File: src/rtl/record_fifo_pkg.sv
// Shared helpers for record_fifo: width derivations used by the top and the packer.
package record_fifo_pkg;

    function automatic int count_w(input int record_words);
        return $clog2(record_words + 1);
    endfunction

    function automatic int level_w(input int depth);
        return $clog2(depth) + 1;
    endfunction

endpackage

File: src/rtl/record_fifo_packer.sv
// Assembles incoming words into a record and strobes commit on the closing word.
module record_packer
    import record_fifo_pkg::*;
#(
    parameter  int WordSize    = 8,
    parameter  int RecordWords = 16,
    localparam int CountW      = count_w(RecordWords),
    localparam int RecordBits  = WordSize * RecordWords
) (
    input  logic                  clk,
    input  logic                  rst_n,
    input  logic                  clear_i,
    input  logic                  accept_i,
    input  logic [WordSize-1:0]   data_i,
    input  logic                  last_i,
    output logic [RecordBits-1:0] rec_o,
    output logic [CountW-1:0]     words_o,
    output logic                  commit_o
);

    logic [CountW-1:0]   pack_cnt_q, pack_cnt_d;
    logic [WordSize-1:0] asm_q [RecordWords];
    logic                last_slot;

    assign last_slot = (pack_cnt_q == CountW'(RecordWords - 1));
    assign commit_o  = accept_i && !clear_i && (last_i || last_slot);
    assign words_o   = pack_cnt_q + CountW'(1);

    always_comb begin
        pack_cnt_d = pack_cnt_q;
        if (clear_i) begin
            pack_cnt_d = '0;
        end else if (accept_i) begin
            pack_cnt_d = commit_o ? '0 : pack_cnt_q + CountW'(1);
        end
    end

    always_ff @(posedge clk or negedge rst_n) begin
        if (!rst_n) begin
            pack_cnt_q <= '0;
        end else begin
            pack_cnt_q <= pack_cnt_d;
        end
    end

    always_ff @(posedge clk) begin
        for (int k = 0; k < RecordWords; k++) begin
            if (accept_i && pack_cnt_q == CountW'(k)) begin
                asm_q[k] <= data_i;
            end
        end
    end

    // Words past the current position are masked to zero, so stale assembly
    // contents left by a clear or reset can never leak into a record.
    always_comb begin
        rec_o = '0;
        for (int k = 0; k < RecordWords; k++) begin
            if (CountW'(k) == pack_cnt_q) begin
                rec_o[k*WordSize +: WordSize] = data_i;
            end else if (CountW'(k) < pack_cnt_q) begin
                rec_o[k*WordSize +: WordSize] = asm_q[k];
            end
        end
    end

endmodule

File: src/rtl/record_fifo.sv
// Word-in / record-out FIFO with first-word-fall-through output and level flags.
module record_fifo
    import record_fifo_pkg::*;
#(
    parameter  int WordSize            = 8,
    parameter  int RecordWords         = 16,
    parameter  int Depth               = 8,
    parameter  int AlmostFullThreshold = Depth - 1,
    localparam int RecordBits          = WordSize * RecordWords,
    localparam int CountW              = count_w(RecordWords),
    localparam int LevelW              = level_w(Depth)
) (
    input  logic                  clk,
    input  logic                  rst_n,
    input  logic                  clear,
    input  logic                  in_valid,
    output logic                  in_ready,
    input  logic [WordSize-1:0]   in_data,
    input  logic                  in_last,
    output logic                  out_valid,
    input  logic                  out_ready,
    output logic [RecordBits-1:0] out_data,
    output logic [CountW-1:0]     out_words,
    output logic [LevelW-1:0]     rec_count,
    output logic                  almost_full,
    output logic                  empty
);

    logic [LevelW-1:0]            wr_ptr_q, wr_ptr_d;
    logic [LevelW-1:0]            rd_ptr_q, rd_ptr_d;
    logic [RecordBits+CountW-1:0] mem_q [Depth];
    logic [RecordBits+CountW-1:0] head;
    logic [RecordBits-1:0]        pk_rec;
    logic [CountW-1:0]            pk_words;
    logic                         pk_commit;
    logic                         accept;
    logic                         pop;

    assign accept = in_valid && in_ready;
    assign pop    = out_valid && out_ready;

    record_packer #(
        .WordSize    (WordSize),
        .RecordWords (RecordWords)
    ) u_packer (
        .clk      (clk),
        .rst_n    (rst_n),
        .clear_i  (clear),
        .accept_i (accept),
        .data_i   (in_data),
        .last_i   (in_last),
        .rec_o    (pk_rec),
        .words_o  (pk_words),
        .commit_o (pk_commit)
    );

    // Pointers carry one extra wrap bit so full and empty are distinguishable.
    assign rec_count   = wr_ptr_q - rd_ptr_q;
    assign in_ready    = (rec_count != LevelW'(Depth));
    assign empty       = (rec_count == '0);
    assign almost_full = (rec_count >= LevelW'(AlmostFullThreshold));
    assign out_valid   = !empty;

    always_comb begin
        wr_ptr_d = wr_ptr_q;
        rd_ptr_d = rd_ptr_q;
        if (clear) begin
            wr_ptr_d = '0;
            rd_ptr_d = '0;
        end else begin
            if (pk_commit) wr_ptr_d = wr_ptr_q + LevelW'(1);
            if (pop)       rd_ptr_d = rd_ptr_q + LevelW'(1);
        end
    end

    always_ff @(posedge clk or negedge rst_n) begin
        if (!rst_n) begin
            wr_ptr_q <= '0;
            rd_ptr_q <= '0;
        end else begin
            wr_ptr_q <= wr_ptr_d;
            rd_ptr_q <= rd_ptr_d;
        end
    end

    always_ff @(posedge clk) begin
        if (pk_commit) begin
            mem_q[wr_ptr_q[LevelW-2:0]] <= {pk_rec, pk_words};
        end
    end

    assign head      = mem_q[rd_ptr_q[LevelW-2:0]];
    assign out_data  = out_valid ? head[CountW +: RecordBits] : '0;
    assign out_words = out_valid ? head[CountW-1:0] : '0;

endmodule

File: config.mk
export PLATFORM = sky130hd
export DESIGN_NAME = record_fifo
export DESIGN_NICKNAME = d
export VERILOG_FILES = /design/src/rtl/record_fifo_pkg.sv /design/src/rtl/record_fifo_packer.sv /design/src/rtl/record_fifo.sv
export SDC_FILE = /design/constraint.sdc
export NUM_CORES = 1
export LEC_CHECK = 0
export ABC_AREA = 1
export CAP_MARGIN = 15
export CORE_MARGIN = 2
export CORE_UTILIZATION = 40
export CTS_BUF_LIST = sky130_fd_sc_hd__clkbuf_8
export DETAILED_ROUTE_END_ITERATION = 16
export GPL_TIMING_DRIVEN = 0
export PLACE_DENSITY_LB_ADDON = 0.2
export SLEW_MARGIN = 20
export SYNTH_ARGS = -nofsm -noshare
export SYNTH_HDL_FRONTEND = slang
export SYNTH_SLANG_ARGS = --single-unit
File: constraint.sdc
create_clock -name clk -period 15.4 [get_ports clk]
set_input_delay 3.08 -clock clk [delete_from_list [all_inputs] [get_ports clk]]
set_output_delay 3.08 -clock clk [all_outputs]
set_load 0.01 [all_outputs]
==> run summary, run 1 <==
ROUTE
----------------------------------------------------------------------------------------
Initial DRC Count                                                                   3481
Remaining routing DRC violations                                                       0
Routed length per instance                                                       25.6 um
Number of nets still failing antenna checks after routing                              0
Via count                                                                          31330
Drt pass-1 iters                                                                       5
Post-detailed-route via-to-cell ratio                                               5.48
Final wirelength                                                                  146 mm

CLOCKING
----------------------------------------------------------------------------------------
Maximum level of the CTS H-tree                                                        4
Cell chosen for the clock root                                              sky130_fd_sc_hd__clkbuf_8
Number of clock sinks                                                               1205
Worst-skew pair later-pin latency                                                 890 ps
TritonCTS clock tree                                                               built
Cells resized by post-CTS repair                                                       0
CTS buffer count                                                                     194
Count of buffers added by post-CTS timing repair for setup                             0
CTS hold repair buffers                                                                0
Clk slew on worst S/H paths                                                        60 ps
Number of buffers on the longest clock path                                            3

RUN STATUS
----------------------------------------------------------------------------------------
Run status                                                                  finished, final reports clean

CRITICAL PATH
----------------------------------------------------------------------------------------
Critical path peak fanout                                                             11
Required time of the critical path                                              12320 ps
Crit path DAT                                                                    5340 ps
Setup crit start kind                                                          flip-flop
Start point of the critical path                                            rd_ptr_q[1]$_DFFE_PN0P_
Crit end category                                                            output port
Worst R2R Start                                                             rd_ptr_q[1]$_DFFE_PN0P_
Path type of the worst setup path                                           flip-flop to output port

GLOBAL ROUTING
----------------------------------------------------------------------------------------
Total overflow reported by the global router                                           0
Overall track demand over capacity in global routing                               0.233
First-pass GRT wire length                                                        207 mm
Vias in the first global route                                                     30113
Pin count of the biggest net entering global routing                                  23
Number of antenna violations at the first check in global routing                     12

SYNTH
----------------------------------------------------------------------------------------
Number of different library cells in the post-synthesis netlist                       39
Mapped Area                                                                   48200 um^2
Largest cells by area after synthesis                                       sky130_fd_sc_hd__edfxtp_1 74%, sky130_fd_sc_hd__a21oi_1 5.5%, sky130_fd_sc_hd__nand2_1 4.8%, sky130_fd_sc_hd__a22oi_1 4.1%, sky130_fd_sc_hd__mux2i_1 2.8%
Sequential-to-total area share from yosys stat                                     0.749
Yosys synthesis warning count                                                          0
Post-Syn Instances                                                                  3487
Portion of synthesized cell area occupied by the leading cell type                 0.743
Mean instance size in the synthesized netlist                                  13.8 um^2
Yosys reg bits                                                                      1205
Cell accounting for the most synthesized area                               sky130_fd_sc_hd__edfxtp_1
Nets in the synthesized netlist                                                     3510

FINAL LAYOUT
----------------------------------------------------------------------------------------
Fraction of final layout cells sized beyond drive strength 1                       0.141
Post-route design area                                                        56700 um^2
Area Overhead vs Synth                                                             17.5%
Fin util                                                                           0.473
Leading cell type in the layout, fill and taps excluded                     sky130_fd_sc_hd__edfxtp_1
Top library cells by usage in the layout, fill and taps aside               1192 x sky130_fd_sc_hd__edfxtp_1, 620 x sky130_fd_sc_hd__nand2_1, 534 x sky130_fd_sc_hd__a21oi_1
Number of nets in the layout                                                        3958

TIMING
----------------------------------------------------------------------------------------
Time the final worst path needs with I/O delays and setup                        8420 ps
Final total negative setup slack                                                    0 ps
Worst slew margin relative to its limit                                            0.187
Worst slew pin tran                                                              1210 ps
Portion of the clock cycle consumed by the worst path in the final layout          0.547
Endpoints failing setup                                                                0
Highest clock rate                                                             0.119 GHz
Total count of max-transition violations in the final report                           0
Number of hold-slack violations in the final timing report                             0
Unrepaired setup endpoints after global routing                                       no
Clock skew                                                                       57.0 ps

DIE
----------------------------------------------------------------------------------------
Area inside the core boundary                                                120000 um^2
Initial cell density of the core                                                   0.402
Die footprint                                                                123000 um^2
# IOs                                                                                155
Row Count                                                                            127
Floorplan die height                                                              351 um
Die width                                                                         351 um

POWER AND IR DROP
----------------------------------------------------------------------------------------
Combinational cell fraction of total power                                         0.337
P per Cell Area                                                              164 nW/um^2
Maximum ir drop on the vdd rail                                                 0.118 mV
Internal portion of total power                                                  6060 uW
Switching power                                                                  3240 uW
Leakage dissipation                                                            0.0205 uW
Switching share of power                                                           0.349
Clk pwr share                                                                      0.270
Sequential cell fraction of total power                                            0.393
Power after layout                                                               9300 uW

MIN PATH
----------------------------------------------------------------------------------------
HP Class                                                                    flip-flop to flip-flop
Startpoint of the most critical hold path                                   wr_ptr_q[0]$_DFFE_PN0P_

PLACED DESIGN
----------------------------------------------------------------------------------------
HPWL after detailed placement                                                    93.7 mm
Port bufs                                                                            154
Routability congestion estimate                                                    0.807
Area post-placement                                                           53200 um^2

JOB
----------------------------------------------------------------------------------------
Number of max-capacitance violations reported                                          0

## Yosys cell counts (all sizes together)
cell type	instances
a21oi	536
o31ai	1
o21bai	1
clkbuf	60
or2	2
fa	1
nand2	628
o22ai	16
xnor2	2
a22oi	266
o21ai	135
edfxtp	1192
dfrtp	13
nand3	88
ha	8
mux2i	133
inv	46
buf	174
nor3	3
nand3b	1
a31oi	1
nor2	170
xor2	5
nand4	4
clkinv	1
## stage by stage
stage / worst slack, ps / cells / hold slack [ps]
2_1_floorplan: 2160 / 3487 / 520
3_3_place_gp: -8620 / 5253 / 547
3_5_place_dp: 7990 / 5351 / 551
4_1_cts: 7060 / 5706 / 569
5_1_grt: 6980 / 5708 / 649
6_report: 6980 / 5714 / 579
## flip-flops by register name (all words and copies together) (netlist names)
name	cells
u_packer.asm_q	128
rd_ptr_q	4
mem_q	1064
wr_ptr_q	4
u_packer.pack_cnt_q	5
## worst max-delay path: stages (launching register included)
cell and delay, ps:
sky130_fd_sc_hd__dfrtp_1 380, sky130_fd_sc_hd__buf_4 190, sky130_fd_sc_hd__inv_2 170, sky130_fd_sc_hd__buf_2 600, sky130_fd_sc_hd__buf_2 450, sky130_fd_sc_hd__fa_1 250, sky130_fd_sc_hd__nor2_1 50, sky130_fd_sc_hd__nor2_1 440
sky130_fd_sc_hd__nor2_2 150, sky130_fd_sc_hd__nand2_4 150, sky130_fd_sc_hd__inv_4 140, sky130_fd_sc_hd__buf_12 230, sky130_fd_sc_hd__nor2_1 590, sky130_fd_sc_hd__clkdlybuf4s50_1 680
## cell families after synthesis
kind of cell / after synthesis / share of synthesized area
compound gates: 956 / 0.114
xor+xnor: 7 / 0.00127
fa+ha+maj: 9 / 0.00249
buf+inv: 281 / 0.0293
flops: 1205 / 0.749
mux: 133 / 0.0276
simple gates: 896 / 0.0759
## final cells by class
class / instances / area (um^2)
Fill cell: 10683 / 63200
Sequential cell: 1205 / 36100
Multi-Input combinational cell: 2001 / 10700
Timing Repair Buffer: 252 / 2870
Clock buffer: 196 / 2700
Tap cell: 1612 / 2020
Buffer: 234 / 1240
Clock inverter: 159 / 790
Inverter: 47 / 179
Antenna cell: 8 / 20.0
## power by group through the flow
stage | combinational [uW] | clock, uW | sequential (uW)
after floorplan | 1600 | 0 | 3730
after global placement | 3100 | 0 | 3750
final | 3130 | 2510 | 3660
after CTS | 3150 | 2540 | 3660
after global routing | 3350 | 2680 | 3660
after detailed placement | 3140 | 0 | 3720
## metal layers
metal / global-route usage / wire (um) / vias to the layer above / share of wire
li1: - / - / 14011 / -
met1: 0.323 / 61600 / 15689 / 0.42
met2: 0.369 / 67800 / 1376 / 0.46
met3: 0.0448 / 12400 / 252 / 0.085
met4: 0.0799 / 4310 / 2 / 0.029
met5: 0 / 13 / - / 0.000089
## final timing paths
path	end	slack, ps	cells past startpoint
max	out_data[1]	6980	13
min	wr_ptr_q[0]$_DFFE_PN0P_	580	2
max reg2reg	mem_q[1][80]$_DFFE_PP_	10210	16
min reg2reg	wr_ptr_q[0]$_DFFE_PN0P_	580	2
max in group asynchronous	u_packer.pack_cnt_q[1]$_DFFE_PN0P_	12150	1
min in group asynchronous	wr_ptr_q[0]$_DFFE_PN0P_	2680	1
Power figures use the tool's default switching activity.
==> run 2, diff against run 1 <==
clock period = 8 ns   (was 15.4 ns; I/O delays follow)
==> run summary, run 2 (synthesized netlist as in run 1, its figures left out) <==
RUN STATUS
----------------------------------------------------------------------------------------
Run status                                                                  finished, final reports clean

FINAL LAYOUT
----------------------------------------------------------------------------------------
Leading cell type in the layout, fill and taps excluded                     sky130_fd_sc_hd__edfxtp_1
Filler Cells Inserted                                                              10736
Area occupied by multi-input gates                                            10700 um^2
Storage cell area                                                             36100 um^2
Number of nets in the layout                                                        3959
Fraction of final layout cells sized beyond drive strength 1                       0.141
Flip-flop count of the largest register, all copies and words added                 1064
Area Overhead vs Synth                                                             17.8%
Top library cells by usage in the layout, fill and taps aside               1192 x sky130_fd_sc_hd__edfxtp_1, 620 x sky130_fd_sc_hd__nand2_1, 534 x sky130_fd_sc_hd__a21oi_1

TIMING
----------------------------------------------------------------------------------------
Total count of max-transition violations in the final report                           0
Number of hold-slack violations in the final timing report                             0
Highest clock rate                                                             0.151 GHz
Time the final worst path needs with I/O delays and setup                        6620 ps
Clock skew                                                                       49.1 ps
Unrepaired setup endpoints after global routing                                       no
Worst slew pin tran                                                              1260 ps
Setup slack of the critical path after layout                                    1380 ps
Worst slew margin relative to its limit                                            0.159
Portion of the clock cycle consumed by the worst path in the final layout          0.828
Endpoints failing setup                                                                0

POWER AND IR DROP
----------------------------------------------------------------------------------------
Sequential cell fraction of total power                                            0.393
Switching power                                                                  6180 uW
Maximum ir drop on the vdd rail                                                 0.362 mV
Leakage dissipation                                                            0.0206 uW
Clk pwr share                                                                      0.275
Switching share of power                                                           0.345
Internal portion of total power                                                 11800 uW
P per Cell Area                                                              316 nW/um^2
Power after layout                                                              17900 uW
Combinational cell fraction of total power                                         0.332

PLACED DESIGN
----------------------------------------------------------------------------------------
Port bufs                                                                            154
Post-placement setup slack                                                       2210 ps
HPWL after detailed placement                                                    93.8 mm
Routability congestion estimate                                                    0.806

MIN PATH
----------------------------------------------------------------------------------------
HP Class                                                                    flip-flop to flip-flop

CRITICAL PATH
----------------------------------------------------------------------------------------
Crit end category                                                            output port
Largest incremental delay on the critical path                                    540 ps
Critical path peak fanout                                                             11
Crit path DAT                                                                    5020 ps
Path type of the worst setup path                                           flip-flop to output port
Setup crit start kind                                                          flip-flop
Max stage delay cell, worst path                                            sky130_fd_sc_hd__fa_1
Most common cell on crit path                                               sky130_fd_sc_hd__buf_2
Required time of the critical path                                               6400 ps
Cell-by-cell listing of the critical path                                   buf_4 -> inv_2 -> buf_2 -> buf_2 -> fa_1 -> or2_0 -> nor2_2 -> nand2_4 -> inv_4 -> buf_2 -> nor2_1 -> clkdlybuf4s50_1

CLOCKING
----------------------------------------------------------------------------------------
Clk slew on worst S/H paths                                                        60 ps
Maximum level of the CTS H-tree                                                        4
Worst-skew pair later-pin latency                                                 880 ps
TritonCTS clock tree                                                               built
CTS hold repair buffers                                                                0
Cells resized by post-CTS repair                                                       0
Number of buffers on the longest clock path                                            3
Cell chosen for the clock root                                              sky130_fd_sc_hd__clkbuf_8
Number of clock sinks                                                               1205
CTS buffer count                                                                     194
Count of buffers added by post-CTS timing repair for setup                             0

DIE
----------------------------------------------------------------------------------------
Floorplan die height                                                              351 um
Initial cell density of the core                                                   0.402
# IOs                                                                                155
Row Count                                                                            127
Area inside the core boundary                                                120000 um^2
Die width                                                                         351 um
Die footprint                                                                123000 um^2

GLOBAL ROUTING
----------------------------------------------------------------------------------------
Total overflow reported by the global router                                           0
Overall track demand over capacity in global routing                               0.232
Vias in the first global route                                                     30701
First-pass GRT wire length                                                        207 mm
Pin count of the biggest net entering global routing                                  22
Number of antenna violations at the first check in global routing                      4

ROUTE
----------------------------------------------------------------------------------------
Drt pass-1 iters                                                                       5
Final wirelength                                                                  144 mm
Routed length per instance                                                       25.3 um
Via count                                                                          31398
Initial DRC Count                                                                   3481
Post-detailed-route via-to-cell ratio                                               5.50
Remaining routing DRC violations                                                       0
Number of nets still failing antenna checks after routing                              0

JOB
----------------------------------------------------------------------------------------
Number of max-capacitance violations reported                                          0

## run 2: layer usage
metal  GRT usage  part of all wire
met5           0                 0
met4      0.0885             0.030
met3      0.0423             0.081
met2       0.365              0.46
met1       0.322              0.43
## run 2: power by group through the flow
stage	Clock [uW]	Sequential [uW]	Combinational [uW]
after CTS	5010	7040	5990
after detailed placement	0	7170	5980
after floorplan	0	7180	3080
final	4940	7040	5950
after global routing	5270	7040	6400
after global placement	0	7220	5910
## run 2: cell type report
cell class / instances / area share
flip-flops and latches: 1205 / 0.636
plain buffers: 234 / 0.0218
well taps: 1612 / 0.0355
inverters: 47 / 0.00315
diodes: 3 / 0.000132
multi-input cells: 2001 / 0.189
repair buffers: 253 / 0.0517
clock inverters: 155 / 0.0150
clock buffers: 196 / 0.0475
## run 2: worst max-delay path: cells and delay by family (launching register included)
family / cells / cell delay [ps]
buffers and inverters: 7 / 2450
and+or+nand+nor: 4 / 770
adders and majority gates: 1 / 540
DFF: 1 / 380
## run 2: through the flow
stage          cells  hold slack (ps)  setup TNS [ps]  cell area (um^2)  utilization
6_report        5706              584               0             56800        0.474
3_5_place_dp    5352              565               0             53200        0.444
2_1_floorplan   3487              520        -1564550             48200            -
5_1_grt         5704              611               0             56800        0.474
4_1_cts         5703              579               0             56800        0.474
3_3_place_gp    5253              553        -8126180             51800        0.432
## run 2: path summary, 6_finish.rpt
kind                                                            to  cells past startpoint               startpoint  slack, ps
worst max register to register              mem_q[0][91]$_DFFE_PP_                     15  rd_ptr_q[1]$_DFFE_PN0P_       3150
max in group asynchronous       u_packer.pack_cnt_q[0]$_DFFE_PN0P_                      1                    rst_n       6360
worst max-delay path                                  out_data[40]                     12  rd_ptr_q[1]$_DFFE_PN0P_       1380
worst min register to register             wr_ptr_q[0]$_DFFE_PN0P_                      2  wr_ptr_q[0]$_DFFE_PN0P_        580
min in group asynchronous                  wr_ptr_q[0]$_DFFE_PN0P_                      1                    rst_n       1160
worst min-delay path                       wr_ptr_q[0]$_DFFE_PN0P_                      2  wr_ptr_q[0]$_DFFE_PN0P_        580
